===== src/rtl/mem_wb_pipe.sv =====
// mem_wb_pipe: MEM->WB pipeline register with a configurable number of stages.
// Each stage holds {valid, reg_write, mem_to_reg, alu, mem, rd}. The pipe
// supports stall (hold every stage) and flush (load a bubble into stage 0).
// It also exposes per-stage forwarding taps and counts output bubbles.
//
// Ports:
//   clk, rst              clock; synchronous active-high reset
//   stall, flush          hazard-unit controls
//   valid_in, wb, alu_data, mem_data, rd   MEM-stage inputs (wb[1]=reg_write, wb[0]=mem_to_reg)
//   valid_out, reg_write, mem_to_reg, alu_data_out, mem_data_out, rd_out
//                         last-stage fields
//   wb_data               last-stage selected write-back data
//   fwd_we/fwd_rd/fwd_data  per-stage taps; bit/slice k = stage k
//   bubble_cnt            saturating count of cycles with valid_out == 0

// One pipeline stage. A bubble clears the stage and takes priority over load.
module mem_wb_stage #(
  parameter int W = 8
) (
  input  logic         clk,
  input  logic         rst,
  input  logic         load,
  input  logic         bubble,
  input  logic [W-1:0] d,
  output logic [W-1:0] q
);
  always_ff @(posedge clk) begin
    if (rst)         q <= '0;
    else if (bubble) q <= '0;
    else if (load)   q <= d;
  end
endmodule

module mem_wb_pipe #(
  parameter int DATA_W            = 32,
  parameter int REG_W             = 5,
  parameter int DEPTH             = 1,
  parameter int ZERO_REG_SUPPRESS = 1
) (
  input  logic                    clk,
  input  logic                    rst,
  input  logic                    stall,
  input  logic                    flush,
  input  logic                    valid_in,
  input  logic [1:0]              wb,
  input  logic [DATA_W-1:0]       alu_data,
  input  logic [DATA_W-1:0]       mem_data,
  input  logic [REG_W-1:0]        rd,
  output logic                    valid_out,
  output logic                    reg_write,
  output logic                    mem_to_reg,
  output logic [DATA_W-1:0]       alu_data_out,
  output logic [DATA_W-1:0]       mem_data_out,
  output logic [REG_W-1:0]        rd_out,
  output logic [DATA_W-1:0]       wb_data,
  output logic [DEPTH-1:0]        fwd_we,
  output logic [DEPTH*REG_W-1:0]  fwd_rd,
  output logic [DEPTH*DATA_W-1:0] fwd_data,
  output logic [15:0]             bubble_cnt
);

  if (DEPTH < 1 || DEPTH > 4) begin : g_depth_chk
    $error("mem_wb_pipe: DEPTH must be in 1..4");
  end

  typedef struct packed {
    logic              vld;
    logic              we;
    logic              m2r;
    logic [DATA_W-1:0] alu;
    logic [DATA_W-1:0] mem;
    logic [REG_W-1:0]  rd;
  } entry_t;

  localparam int EW = $bits(entry_t);

  entry_t              in_e;
  entry_t [DEPTH-1:0]  stg;
  logic                zr_hit;

  // Only qualified control is stored, so downstream never sees a raw
  // reg_write for an invalid slot or for the hardwired zero register.
  assign zr_hit     = (ZERO_REG_SUPPRESS != 0) && (rd == '0);
  assign in_e.vld   = valid_in;
  assign in_e.we    = wb[1] & valid_in & ~zr_hit;
  assign in_e.m2r   = wb[0] & valid_in;
  assign in_e.alu   = alu_data;
  assign in_e.mem   = mem_data;
  assign in_e.rd    = rd;

  // Flush only affects stage 0; later stages follow stall as usual.
  for (genvar k = 0; k < DEPTH; k++) begin : g_stg
    mem_wb_stage #(.W(EW)) u_stg (
      .clk    (clk),
      .rst    (rst),
      .load   (~stall),
      .bubble ((k == 0) ? flush : 1'b0),
      .d      ((k == 0) ? in_e : stg[(k == 0) ? 0 : k-1]),
      .q      (stg[k])
    );

    assign fwd_we[k]                       = stg[k].we;
    assign fwd_rd[k*REG_W +: REG_W]        = stg[k].rd;
    assign fwd_data[k*DATA_W +: DATA_W]    = stg[k].m2r ? stg[k].mem : stg[k].alu;
  end

  assign valid_out    = stg[DEPTH-1].vld;
  assign reg_write    = stg[DEPTH-1].we;
  assign mem_to_reg   = stg[DEPTH-1].m2r;
  assign alu_data_out = stg[DEPTH-1].alu;
  assign mem_data_out = stg[DEPTH-1].mem;
  assign rd_out       = stg[DEPTH-1].rd;
  assign wb_data      = fwd_data[(DEPTH-1)*DATA_W +: DATA_W];

  // Counts every non-reset edge that sees an empty output slot, stall or not.
  always_ff @(posedge clk) begin
    if (rst)
      bubble_cnt <= '0;
    else if (!valid_out && bubble_cnt != 16'hFFFF)
      bubble_cnt <= bubble_cnt + 16'd1;
  end

endmodule


===== config.mk =====
export PLATFORM = sky130hd
export DESIGN_NAME = mem_wb_pipe
export DESIGN_NICKNAME = d
export VERILOG_FILES = /design/src/rtl/mem_wb_pipe.sv
export SDC_FILE = /design/constraint.sdc
export NUM_CORES = 1
export LEC_CHECK = 0
export CORE_AREA = 2 2 91 93
export DETAILED_ROUTE_END_ITERATION = 10
export DIE_AREA = 0 0 93 95
export DONT_BUFFER_PORTS = 1
export PLACE_DENSITY = 0.67
export SYNTH_ARGS = -nofsm -noshare
export SYNTH_HDL_FRONTEND = slang
export SYNTH_SLANG_ARGS = --single-unit
export TNS_END_PERCENT = 30

===== constraint.sdc =====
create_clock -name clk -period 2.2 [get_ports clk]
set_input_delay 0.44 -clock clk [delete_from_list [all_inputs] [get_ports clk]]
set_output_delay 0.44 -clock clk [all_outputs]
set_load 0.1 [all_outputs]

Yosys cells after proc, flatten, opt, wreduce, memory -nomap -nowiden. Index checks and enable logic that the tools add are counted.

Register bits after elaboration: 88. Bits of input ports: 76. Word-level logic and storage cells: 13.

Add/subtract/negate cells: 1. Equal/unequal tests: 1. Mux-type cells: 1. Bitwise logic cells: 4. Reduce and logical (&&, ||, !) cells: 4.

Operators by type and width (count): $mux 32 (1); $add 16x1->16 const B (1); $ne 16x16->1 const B (1); $logic_not 5->1 (1); $and 1x1->1 (3); $reduce_or 2->1 (1); $logic_and 1x1->1 (1); $logic_not 1->1 (1); $not 1->1 (1).

Logic depth before layout (Yosys ltp). Gate-level depths: netlist (run 1).

Depth after elaboration: 3. Gate-level depth with buffers: 5.

Cells and area by module. Synthesis (run 1) repeated with hierarchy kept, for this count alone.

Cells, all modules: 406. Area, all modules: 4179.0 µm².

By module, submodules not included: mem_wb_stage (instances 1, cells each 233, area an instance 2645.0 µm², sequential area each 1441.4 µm²); mem_wb_pipe (instances 1, cells each 173, area an instance 1534.0 µm², sequential area each 320.3 µm²).

Least setup slack after synthesis (run 1). No wires, ideal clock.

Path type: flip-flop to output port. Start: reg g_stg[0].u_stg.q[69]. End: out wb_data[10]. Arrival time: 2525 ps. Data required time: 1760 ps. Path slack: -765 ps. Cell stages (with the launch flop): 5. Buffers on the path: 3. Cells stage by stage: dfxtp_1 clkbuf_1 clkbuf_1 mux2_2 buf_4.

Longest elaborated chain between the ends: 1.

Ends and longest elaborated chain: from (decl) (line 25) `output logic [W-1:0] q`; from (signal assigned) (line 28) `if (rst) q <= '0;`; from (signal assigned) (line 29) `else if (bubble) q <= '0;`; from (signal assigned) (line 30) `else if (load) q <= d;`; $mux 32 (line 104) `assign fwd_data[k*DATA_W +: DATA_W] = stg[k].m2r ? stg[k].mem : stg[k].alu;`; to (decl) (line 55) `output logic [DATA_W-1:0] wb_data,`.

No other way between the ends.

Final worst setup path (run 1).
Start: reg g_stg[0].u_stg.q[69]. End: out wb_data[22].

Same word-level chain as after synthesis.

==> reports/summary.md, run 1 <==
The run gives 0.847 as the weighted congestion reported at the end of routability-driven placement. Once the clock tree was built, the resizer swapped 0 gates to a different size. For the reported leakage power, the log shows 2.58 nW. In the routed design, unresolved DRC markers number 0.

Setup violations remaining at the end of the flow were counted as 0. The first-pass GRT wire length is 15.7 mm, and the number of synthesized register bits is 88. The final worst-path cycle share was 0.893; the total count of hold-check failures in the final report was 0.

TritonCTS built the clock tree. The share of total power in sequential cells was 0.431; the number of placement rows was 33. The worst ir drop on vdd is 0.441 mV, and the cell area power density is 671 mW/mm2. The combinational cell fraction of total power is 0.281, and the gate count after technology mapping is 406. The iteration count of the initial detailed-routing pass was 4; the global-route usage over all layers was 0.225. For this run, the number of standard cells in the final layout without fillers is 604.

STA classifies the critical path startpoint as a flip-flop. The tools report the worst hold endpoint as bubble_cnt[9]. The share of flip-flops with an asynchronous set or reset after synthesis was 0.

The tools report the fill cell instance count of the final layout as 531. The routed layout has 3203 vias. At the pin with the least slew margin, the transition time is 715 ps. The number of instances on the worst hold path is 1, and the via count of the first global-routing pass is 3225. The run finished with clean final reports. The aggregate global routing overflow is 0, and the depth of the worst register-to-register path is 5. The share of layout cells above drive strength 1 came out at 0.429. The run gives 0 as the number of antenna violations at the first check in global routing. CTS saw 88 sinks. For the maximum clock skew at final layout, the log shows 14.3 ps. For this block, the routed nets add up to 10.4 mm of wire. After layout, the design draws a total of 0.00388 W. The logs give 0.00408 mm2 for the area of the mapped netlist and 483 for the number of nets produced by synthesis.

The class of the worst hold path was in2reg. The run gives 0.432 as the post-synthesis sequential area ratio. The number of library cell types mapped by synthesis came out at 45.

The prevailing post-synth register cell is sky130_fd_sc_hd__dfxtp_1. In this run the critical register-to-register path is launched from bubble_cnt[0]. The worst-skew pair later-pin latency was 340 ps; the average cell area after synthesis was 10.0 um2. After legalization and detailed placement, the total HPWL measured 7.97 mm. For the starting density of the core, the log shows 0.514. The number of pins exceeding their max-slew limit in the final report is 0.

Count of synthesis-stage warnings from yosys: 0. The most common cell in the synthesized netlist was sky130_fd_sc_hd__dfxtp_1. The logs give 0 for the number of max-cap violations and 588 for the number of placed instances, taps included.

At the worst endpoint, the required time is 1760 ps. The tools report the power share of the clock group as 0.288. The number of buffers created by CTS came out at 9. The critical path endpoint category is an output pin.

234 I/O pins were placed. Derived from the worst setup path, the maximum achievable clock frequency is 509 MHz. The largest fanout on the critical path was 13. The tools report the total die area as 0.00884 mm2. Registers take 0.00179 mm2. The internal portion of the total power is 0.00248 W. The critical path starts at g_stg[0].u_stg.q[69].

The run gives 2 as the number of buffers on the longest clock path. The violation count after the first detailed-routing iteration is 58. The tree is rooted in a sky130_fd_sc_hd__clkbuf_8. The net switching power of the design was 0.00140 W; the number of buffers inserted for hold repair after clock tree synthesis was 0.

Class of the most critical setup path: reg2out. The synthesis-to-finish area growth was 42.0%. The total area of multi-input combinational cells is 0.00203 mm2. The H-tree was split into 3 levels. After clock tree synthesis, the clock-pin slew on the worst setup and hold paths is 100 ps. The largest total area in the synthesized netlist belongs to sky130_fd_sc_hd__dfxtp_1. The vertical die dimension is 95 um, and the horizontal die dimension is 93 um. Setup repair after global routing left no endpoint under its margin. The setup check on the worst reg-to-reg path leaves a slack of 460 ps. The tightest slew margin relative to the limit was 0.523.

Startpoint of the worst hold path: rst. The arrival time at the worst endpoint is 1520 ps, and the fraction of power spent switching nets is 0.361. In the final design database the tool counted 571 nets. The total area inside the core boundary comes to 0.00793 mm2. The post-CTS setup-driven buffer insertion count was 0; the largest net degree at the start of global routing was 74. During placement, the flow inserted port buffers numbering 0.

The endpoint identified for the worst register-to-register timing path is bubble_cnt[14]. The post-route minimum period came out at 1960 ps. The count of flip-flops with a built-in enable after synthesis was 0. The number of diodes is 0, and the detail-routed via count per cell is 5.30. Dividing the detail-routed wire length by the instance count gives 17.2 um. After synthesis, the cell types taking the most area are sky130_fd_sc_hd__dfxtp_1, sky130_fd_sc_hd__mux2i_1, sky130_fd_sc_hd__mux2_2. In this run the remaining antenna-violating nets after routing total 0. Fraction of synthesized cell area taken by the top area cell type: 0.432.

After synthesis, the most frequently instantiated cells are sky130_fd_sc_hd__dfxtp_1, sky130_fd_sc_hd__nor2_1, sky130_fd_sc_hd__mux2i_1.
logic make-up (layout without fill, tap and decap cells):
logic type | Yosys count | after routing | share of synthesized area
and+or+nand+nor | 121 | 121 | 0.153
muxes | 105 | 105 | 0.268
DFF | 88 | 88 | 0.432
buffers and inverters | 64 | 157 | 0.0973
AOI/OAI and AO/OA | 26 | 26 | 0.0436
adders and majority gates | 1 | 1 | 0.00307
xor gates and xnor gates | 1 | 1 | 0.00215
power groups by stage:
| stage | logic (W) | registers (W) | clock network (W) |
|---|---|---|---|
| 3_5_place_dp | 0.00110 | 0.00171 | 0 |
| 3_3_place_gp | 0.00108 | 0.00170 | 0 |
| 5_1_grt | 0.00112 | 0.00168 | 0.00120 |
| 2_1_floorplan | 0.000574 | 0.00206 | 0 |
| 6_report | 0.00109 | 0.00167 | 0.00112 |
| 4_1_cts | 0.00110 | 0.00167 | 0.00115 |
registers in the layout, summed over array words and instances, names as in the netlist:
signal         cells
g_stg.u_stg.q     72
bubble_cnt        16
per-stage QoR:
stage                     hold WS (ps)  setup WS, ps  instance area [um2]  setup TNS, ps   util
after detailed placement           463           524                 5590              0  0.705
after CTS                          127           209                 5790              0  0.730
after floorplan                    583         -6.32                 4320          -6.32      -
after global routing               127           191                 5790              0  0.730
after global placement             446           586                 5590              0  0.705
final                              142           236                 5790              0  0.730
per-layer routing:
layer  vias up  global-route usage  share of wire
met5         -                   0              0
met4         0              0.0772         0.0088
met3         7              0.0662          0.078
met2       133               0.429           0.54
met1      1519               0.235           0.37
li1       1544                   -              -
worst max-delay path by stage:
stage,to,slack (ps),cells after the start
finish,wb_data[22],240,3
detailed placement,bubble_cnt[14],520,5
global placement,bubble_cnt[8],590,5
floorplan,bubble_cnt[15],-6,4
CTS,wb_data[18],210,3
global route,fwd_data[30],190,3
cells in the final DEF (no fill, tap or decap), types with 2 or more instances in the layout:
cell type,count
sky130_fd_sc_hd__o21ai_0,3
sky130_fd_sc_hd__mux2i_1,71
sky130_fd_sc_hd__nor2b_1,2
sky130_fd_sc_hd__dfxtp_1,69
sky130_fd_sc_hd__nor2_1,81
sky130_fd_sc_hd__a21oi_1,10
sky130_fd_sc_hd__clkbuf_8,10
sky130_fd_sc_hd__nor4_2,2
sky130_fd_sc_hd__mux2_1,2
sky130_fd_sc_hd__nand2_1,3
sky130_fd_sc_hd__buf_4,89
sky130_fd_sc_hd__clkbuf_1,2
sky130_fd_sc_hd__mux2_4,29
sky130_fd_sc_hd__mux2_2,3
sky130_fd_sc_hd__o31ai_1,4
sky130_fd_sc_hd__inv_1,4
sky130_fd_sc_hd__dfxtp_2,18
sky130_fd_sc_hd__buf_12,48
sky130_fd_sc_hd__or3_1,3
sky130_fd_sc_hd__nand2b_1,2
sky130_fd_sc_hd__o211ai_1,2
sky130_fd_sc_hd__nor4_1,2
sky130_fd_sc_hd__nor3_1,3
sky130_fd_sc_hd__nand3_1,2
sky130_fd_sc_hd__a211oi_1,2
sky130_fd_sc_hd__or4_1,5
sky130_fd_sc_hd__nand4_1,3
sky130_fd_sc_hd__clkinvlp_4,2
worst max-delay path: stages (launching register included):
cell                      delay [ps]
sky130_fd_sc_hd__dfxtp_4         360
sky130_fd_sc_hd__buf_4           270
sky130_fd_sc_hd__mux2_4          340
sky130_fd_sc_hd__buf_12          200
cell type report:
class / count / area share
clock inverters: 4 / 0.00930
multi-input cells: 254 / 0.350
well taps: 105 / 0.0227
flip-flops and latches: 88 / 0.309
repair buffers: 137 / 0.281
clock buffers: 12 / 0.0251
inverters: 4 / 0.00259
Note: power is estimated with default switching activity, not from simulation.
==> run 2: changes to the inputs <==
--- a/config.mk
+++ b/config.mk
@@ -5,11 +5,12 @@
 export SDC_FILE = /design/constraint.sdc
 export NUM_CORES = 1
 export LEC_CHECK = 0
-export CORE_AREA = 2 2 91 93
+export CAP_MARGIN = 10
+export CORE_MARGIN = 2
+export CORE_UTILIZATION = 40
+export CTS_BUF_LIST = sky130_fd_sc_hd__clkbuf_8
 export DETAILED_ROUTE_END_ITERATION = 10
-export DIE_AREA = 0 0 93 95
 export DONT_BUFFER_PORTS = 1
-export PLACE_DENSITY = 0.67
 export SYNTH_ARGS = -nofsm -noshare
 export SYNTH_HDL_FRONTEND = slang
 export SYNTH_SLANG_ARGS = --single-unit
==> reports/summary.md, run 2 (same netlist as run 1, synthesis figures left out) <==
The detail-routed via count per cell was 5.07 (-4.5%); the maximum clock skew at final layout was 5.58 ps (-8.69 ps). The logs give 0.00982 mm2 (+24%) for the placeable core area and 574 (+0.53%) for the number of nets in the final layout. CTS placed an instance of sky130_fd_sc_hd__clkbuf_8 at the clock tree root.

The logs give 0 (unchanged) for the post-CTS resize count and 259 ps (+22.9 ps) for the smallest setup slack after layout. The run gives 0.195 (-0.0296) as the global-route usage over all layers. The flip-flop count of the largest register, all copies and words added is 72 (unchanged). The total DRC errors in the routed layout is 0 (unchanged). For the aggregate global routing overflow, the log shows 0 (unchanged). The required time of the critical path is 1760 ps (about the same). The class of the most critical setup path was reg2out. The share of layout cells above drive strength 1 is 0.434 (+0.00541), and the depth of the worst register-to-register path is 5 (unchanged). The worst register-to-register path ends at bubble_cnt[15]. The iteration count of the initial detailed-routing pass was 4 (unchanged); the final hold slack was 148 ps (+6.01 ps). The library cells used most frequently in the layout, excluding fill and tap cells, are sky130_fd_sc_hd__buf_4, sky130_fd_sc_hd__nor2_1, sky130_fd_sc_hd__mux2i_1. The tools report the number of placement rows as 36 (+9.1%). Commonest non-fill, non-tap cell in the layout: sky130_fd_sc_hd__buf_4. Number of antenna violations at the first check in global routing: 0 (unchanged). From synthesis to final layout, the design area changed by 44.8%. Count of input and output buffers: 0 (unchanged).

The post-detailed-placement half-perimeter wirelength is 8.11 mm (+1.7%), and the violation count after the first detailed-routing iteration is 71 (+22%). The number of diodes is 0 (unchanged). The startpoint identified for the worst register-to-register timing path is bubble_cnt[0]. The logs give 0.00403 W (+3.8%) for the total power draw and 3217 (+0.44%) for the number of vias after detailed routing. For the number of buffers on the longest clock path, the log shows 2 (unchanged). In the final layout, the registers with the most flip-flops are g_stg.u_stg.q (72), bubble_cnt (16). The largest fanout on the critical path is 15 (+2), and the total die area is 0.0110 mm2 (+25%). The number of ports placed on the die boundary was 234 (unchanged). The run gives 0.430 mV (-2.4%) as the worst ir drop on vdd. The worst setup path is captured at an output pin.

The class of the worst hold path is in2reg. The tools report the number of pins exceeding their max-slew limit in the final report as 0 (unchanged). The post-route minimum period was 1940 ps (-22.9 ps). The run gives 340 ps (about the same) as the worst-skew pair later-pin latency. The routed wire length was 10.9 mm (+5.0%); the arrival time at the worst endpoint was 1500 ps (-20 ps). The count of endpoints failing setup in the final report was 0 (unchanged). g_stg.u_stg.q holds more flip-flops than any other register. The clock-pin slew of the registers on the worst-case setup and hold paths was 90 ps (about the same); the post-placement worst setup slack was 404 ps (-120 ps). The cell area power density came out at 683 mW/mm2 (+1.8%).

The logs give 9 (unchanged) for the number of buffers created by CTS and 0.415 (-0.0990) for the starting density of the core. The number of max-cap violations is 0 (unchanged), and the number of clock sinks seen by CTS is 88 (unchanged). The tightest slew margin relative to the limit was 0.489 (-0.0343). The run finished with clean final reports. The maximum clock frequency was 515 MHz (+1.2%). The horizontal die dimension came out at 105 um (+13%).

Setup repair after global routing left no endpoint under its margin. The tools report the startpoint of the worst hold path as rst. The first-pass GRT wire length was 17.3 mm (+10%). Vertical die dimension: 105 um (+10%). The tools report the worst hold endpoint as bubble_cnt[4].

The via count of the first global-routing pass was 3316 (+2.8%). The number of H-tree levels was 3 (unchanged). The flop-to-flop setup slack is 430 ps (-30 ps), and the number of instances on the worst hold path is 1 (unchanged). STA classifies the critical path startpoint as a flip-flop. Total count of hold-check failures in the final report: 0 (unchanged). The largest net degree at the start of global routing is 74 (unchanged), and the remaining antenna violation count is 0 (unchanged). The weighted congestion reported at the end of routability-driven placement came out at 0.798 (-5.8%).

The reported leakage power is 2.63 nW (+1.8%), and the final worst-path cycle share is 0.882 (-0.0104). TritonCTS built the clock tree. Slew at the pin closest to its max-slew limit: 766 ps (+51.5 ps). The routed length per instance came out at 17.2 um (about the same).
-- run 2: changes by cell type in the layout (fill, tap and decap cells not counted), sizes merged --
cell / previous run / this run
buf: 137 / 140
bufinv: 1 / 2
clkbuf: 12 / 11
clkinvlp: 2 / 0
inv: 4 / 6
-- run 2: worst max-delay path by stage --
stage | start | end | slack [ps] | cells after the start
6_report | g_stg[0].u_stg.q[69] | fwd_data[31] | 260 | 3
5_1_grt | g_stg[0].u_stg.q[69] | fwd_data[31] | 200 | 3
4_1_cts | g_stg[0].u_stg.q[69] | wb_data[10] | 10 | 3
3_5_place_dp | g_stg[0].u_stg.q[69] | wb_data[10] | 400 | 3
3_3_place_gp | g_stg[0].u_stg.q[69] | fwd_data[5] | 410 | 3
2_1_floorplan | bubble_cnt[8] | bubble_cnt[15] | -6 | 4
-- run 2: per-layer routing --
layer | part of all wire | up-vias | track usage
met5 | 0 | - | 0
met4 | 0.011 | 0 | 0.0590
met3 | 0.083 | 13 | 0.0724
met2 | 0.52 | 138 | 0.349
met1 | 0.39 | 1519 | 0.214
li1 | - | 1547 | -
-- run 2: cell type report --
type                       instances  area [um2]
timing repair buffer             140        1680
fill                             853        3920
multi-input combinational        254        2030
clock buffer                      11         151
inverter                           4        15.0
clock inverter                     5        78.8
sequential                        88        1790
tap                              133         166
-- run 2: power breakdown --
group | internal [W] | leakage, nW | switching, W
registers | 0.00164 | 0.725 | 0.0000294
clock network | 0.000701 | 0.121 | 0.000562
logic | 0.000280 | 1.79 | 0.000815
total | 0.00262 | 2.63 | 0.00141
-- run 2: what timing repair did --
| action | CTS | global route |
|---|---|---|
| setup buffers | 0 | 2 |
| hold buffers | 0 | 0 |
| setup endpoints to repair | 0 | 32 |
-- run 2: through the flow --
step	setup TNS, ps	cell area [um2]	utilization	cells
floorplan	-6.32	4320	-	406
global placement	0	5640	0.575	617
detailed placement	0	5640	0.575	617
CTS	0	5870	0.598	633
global route	0	5900	0.601	635
finish	0	5900	0.601	635
-- run 2: critical path: stages (launching register included) --
cell and delay, ps:
sky130_fd_sc_hd__dfxtp_4 400, sky130_fd_sc_hd__buf_12 180, sky130_fd_sc_hd__mux2_2 400, sky130_fd_sc_hd__buf_12 180
==> run 3: changes to the inputs <==
--- a/config.mk
+++ b/config.mk
@@ -11,6 +11,7 @@
 export CTS_BUF_LIST = sky130_fd_sc_hd__clkbuf_8
 export DETAILED_ROUTE_END_ITERATION = 10
 export DONT_BUFFER_PORTS = 1
+export SETUP_SLACK_MARGIN = 0.15
 export SYNTH_ARGS = -nofsm -noshare
 export SYNTH_HDL_FRONTEND = slang
 export SYNTH_SLANG_ARGS = --single-unit
==> reports/summary.md, run 3 (same netlist as run 1, synthesis figures left out) <==
The global-route usage over all layers is 0.190 (-0.00476). The routed length per instance is 16.9 um (-1.5%). Number of buffers created by CTS: 9 (unchanged). For the smallest setup slack after layout, the log shows 269 ps (+10.2 ps). The flop-to-flop setup slack is 440 ps (about the same). The worst setup path is of the reg2out kind.

The design internal power came out at 0.00254 W (-3.1%). The share of total power in sequential cells is 0.428 (+0.013). The slew at the pin closest to its max-slew limit was 770 ps (+4.10 ps). The flow ran to the end, and the final reports show no timing, DRC or antenna violations.

The horizontal die dimension is 105 um (unchanged). Leaving out fill and tap cells, the most frequent cells in the layout are sky130_fd_sc_hd__buf_4, sky130_fd_sc_hd__dfxtp_2, sky130_fd_sc_hd__nor2_1. The total DRC errors in the routed layout is 0 (unchanged). The class of the worst hold path was in2reg.

The tools report the largest net degree at the start of global routing as 74 (unchanged). The net switching power of the design was 0.00137 W (-2.2%). The tools report the power share of the clock group as 0.296 (-0.018). The number of buffers on the longest clock path is 2 (unchanged). For the number of diodes, the log shows 0 (unchanged). Setup repair after global routing left no endpoint under its margin.

The launching point of the worst reg2reg path was bubble_cnt[0]. The number of placed instances, taps included is 613 (-0.65%). The aggregate global routing overflow was 0 (unchanged); the weighted congestion reported at the end of routability-driven placement was 0.781 (-2.2%). The number of clock sinks seen by CTS is 88 (unchanged), and the arrival time at the worst endpoint is 1490 ps (about the same). The total count of hold-check failures in the final report was 0 (unchanged). The worst hold path begins at rst. Worst ir drop on vdd: 0.365 mV (-15%). The tools report the starting density of the core as 0.415 (unchanged). The number of pins exceeding their max-slew limit in the final report is 0 (unchanged). The fraction of power spent switching nets was 0.351 (+0.00199).

Register with the highest flop count: g_stg.u_stg.q. For the number of antenna violations at the first check in global routing, the log shows 0 (unchanged). The post-route minimum period was 1930 ps (-10.2 ps); the detail-routed via count per cell was 5.09 (+0.38%). The logs give 10.7 mm (-2.0%) for the routed wire length and 3325 (+0.27%) for the via count of the first global-routing pass.

The number of instances on the worst hold path was 1 (unchanged); the total die area was 0.0110 mm2 (unchanged). The tools report the tightest slew margin relative to the limit as 0.486 (-0.00273). Worst-skew pair later-pin latency: 350 ps (about the same). End of the worst register-to-register path: bubble_cnt[15].

For the maximum clock frequency, the log shows 518 MHz (+0.53%). The maximum clock skew at final layout is 14.4 ps (+8.80 ps). The largest fanout on the critical path was 21 (+6). The combinational cell fraction of total power is 0.277 (+0.005). The synthesis-to-finish area growth is 43.8%, and the reported leakage power is 2.62 nW (-0.33%). Count of input and output buffers: 0 (unchanged). The clock-pin slew of the registers on the worst-case setup and hold paths works out to 90 ps (about the same).

The share of layout cells above drive strength 1 is 0.557 (+0.123). For the number of max-cap violations, the log shows 0 (unchanged). The worst hold path terminates at bubble_cnt[4]. The setup TNS after final layout was 0 ps (unchanged); the number of placement rows was 36 (unchanged). Count of endpoints failing setup in the final report: 0 (unchanged). The number of vias after detailed routing is 3214 (-0.093%), and the number of H-tree levels is 3 (unchanged). The tools report the first-pass GRT wire length as 16.9 mm (-2.4%). The critical path endpoint category was an output pin.

The depth of the worst register-to-register path is 5 (unchanged). TritonCTS built the clock tree. The post-detailed-placement half-perimeter wirelength is 8.03 mm (-1.0%). STA classifies the critical path startpoint as a flip-flop. The largest registers in the layout are g_stg.u_stg.q (72), bubble_cnt (16). Leaving out fill and tap cells, the most frequent cell in the layout is sky130_fd_sc_hd__buf_4. The flip-flop count of the largest register, all copies and words added was 72 (unchanged). CTS placed an instance of sky130_fd_sc_hd__clkbuf_8 at the clock tree root. The tools report the violation count after the first detailed-routing iteration as 69 (-2.8%). The total power draw was 0.00392 W (-2.8%); the iteration count of the initial detailed-routing pass was 4 (unchanged). The placeable core area was 0.00982 mm2 (unchanged). Required time of the critical path: 1760 ps (about the same). The tools report the post-CTS resize count as 0 (unchanged).

For the number of nets in the final layout, the log shows 571 (-0.52%). The vertical die dimension was 105 um (unchanged). The cell area power density is 668 mW/mm2 (-2.1%).

The number of ports placed on the die boundary is 234 (unchanged). The run gives 632 (-0.47%) as the number of non-filler instances in the completed layout. The final worst-path cycle share was 0.878 (-0.00462).

The post-placement worst setup slack was 453 ps (+49.7 ps). The remaining antenna violation count was 0 (unchanged).
==> run 3: power groups by stage <==
stage,Combinational [W],Clock [W],Sequential (W)
global route,0.00111,0.00127,0.00168
global placement,0.00108,0,0.00171
finish,0.00108,0.00116,0.00167
CTS,0.00109,0.00120,0.00167
floorplan,0.000578,0,0.00207
detailed placement,0.00108,0,0.00171
==> run 3: worst max path at each step <==
stage,from,slack [ps],endpoint
2_1_floorplan,bubble_cnt[11],70,bubble_cnt[15]
3_3_place_gp,g_stg[0].u_stg.q[69],470,wb_data[18]
3_5_place_dp,g_stg[0].u_stg.q[69],450,wb_data[18]
4_1_cts,g_stg[0].u_stg.q[69],240,wb_data[18]
5_1_grt,g_stg[0].u_stg.q[69],210,fwd_data[28]
6_report,g_stg[0].u_stg.q[69],270,fwd_data[28]
==> run 3: worst max-delay path: stages, from the launching register on <==
cell and delay [ps]:
sky130_fd_sc_hd__dfxtp_4 380, sky130_fd_sc_hd__buf_12 210, sky130_fd_sc_hd__mux2_4 340, sky130_fd_sc_hd__buf_12 200
==> run 3: layer usage <==
metal,global-route usage,wire length [um]
met1,0.213,4040
met2,0.328,5380
met3,0.0692,1080
met4,0.0743,204
met5,0,0
==> run 3: final cells by class <==
type	count	area [um2]
multi-input combinational	254	2030
clock buffer	9	124
clock inverter	7	81.3
fill	830	3960
tap	133	166
timing repair buffer	137	1580
inverter	4	15.0
sequential	88	1870
==> run 3: through the flow <==
stage	hold slack [ps]	instance area, um2	utilization
floorplan	583	4450	-
global placement	472	5630	0.574
detailed placement	478	5630	0.574
CTS	124	5860	0.597
global route	128	5860	0.597
finish	147	5860	0.597
==> run 3: repair_timing <==
item                                    CTS  global route
hold buffers                              0             0
setup buffers                             3             0
endpoints found under the setup margin   40             0
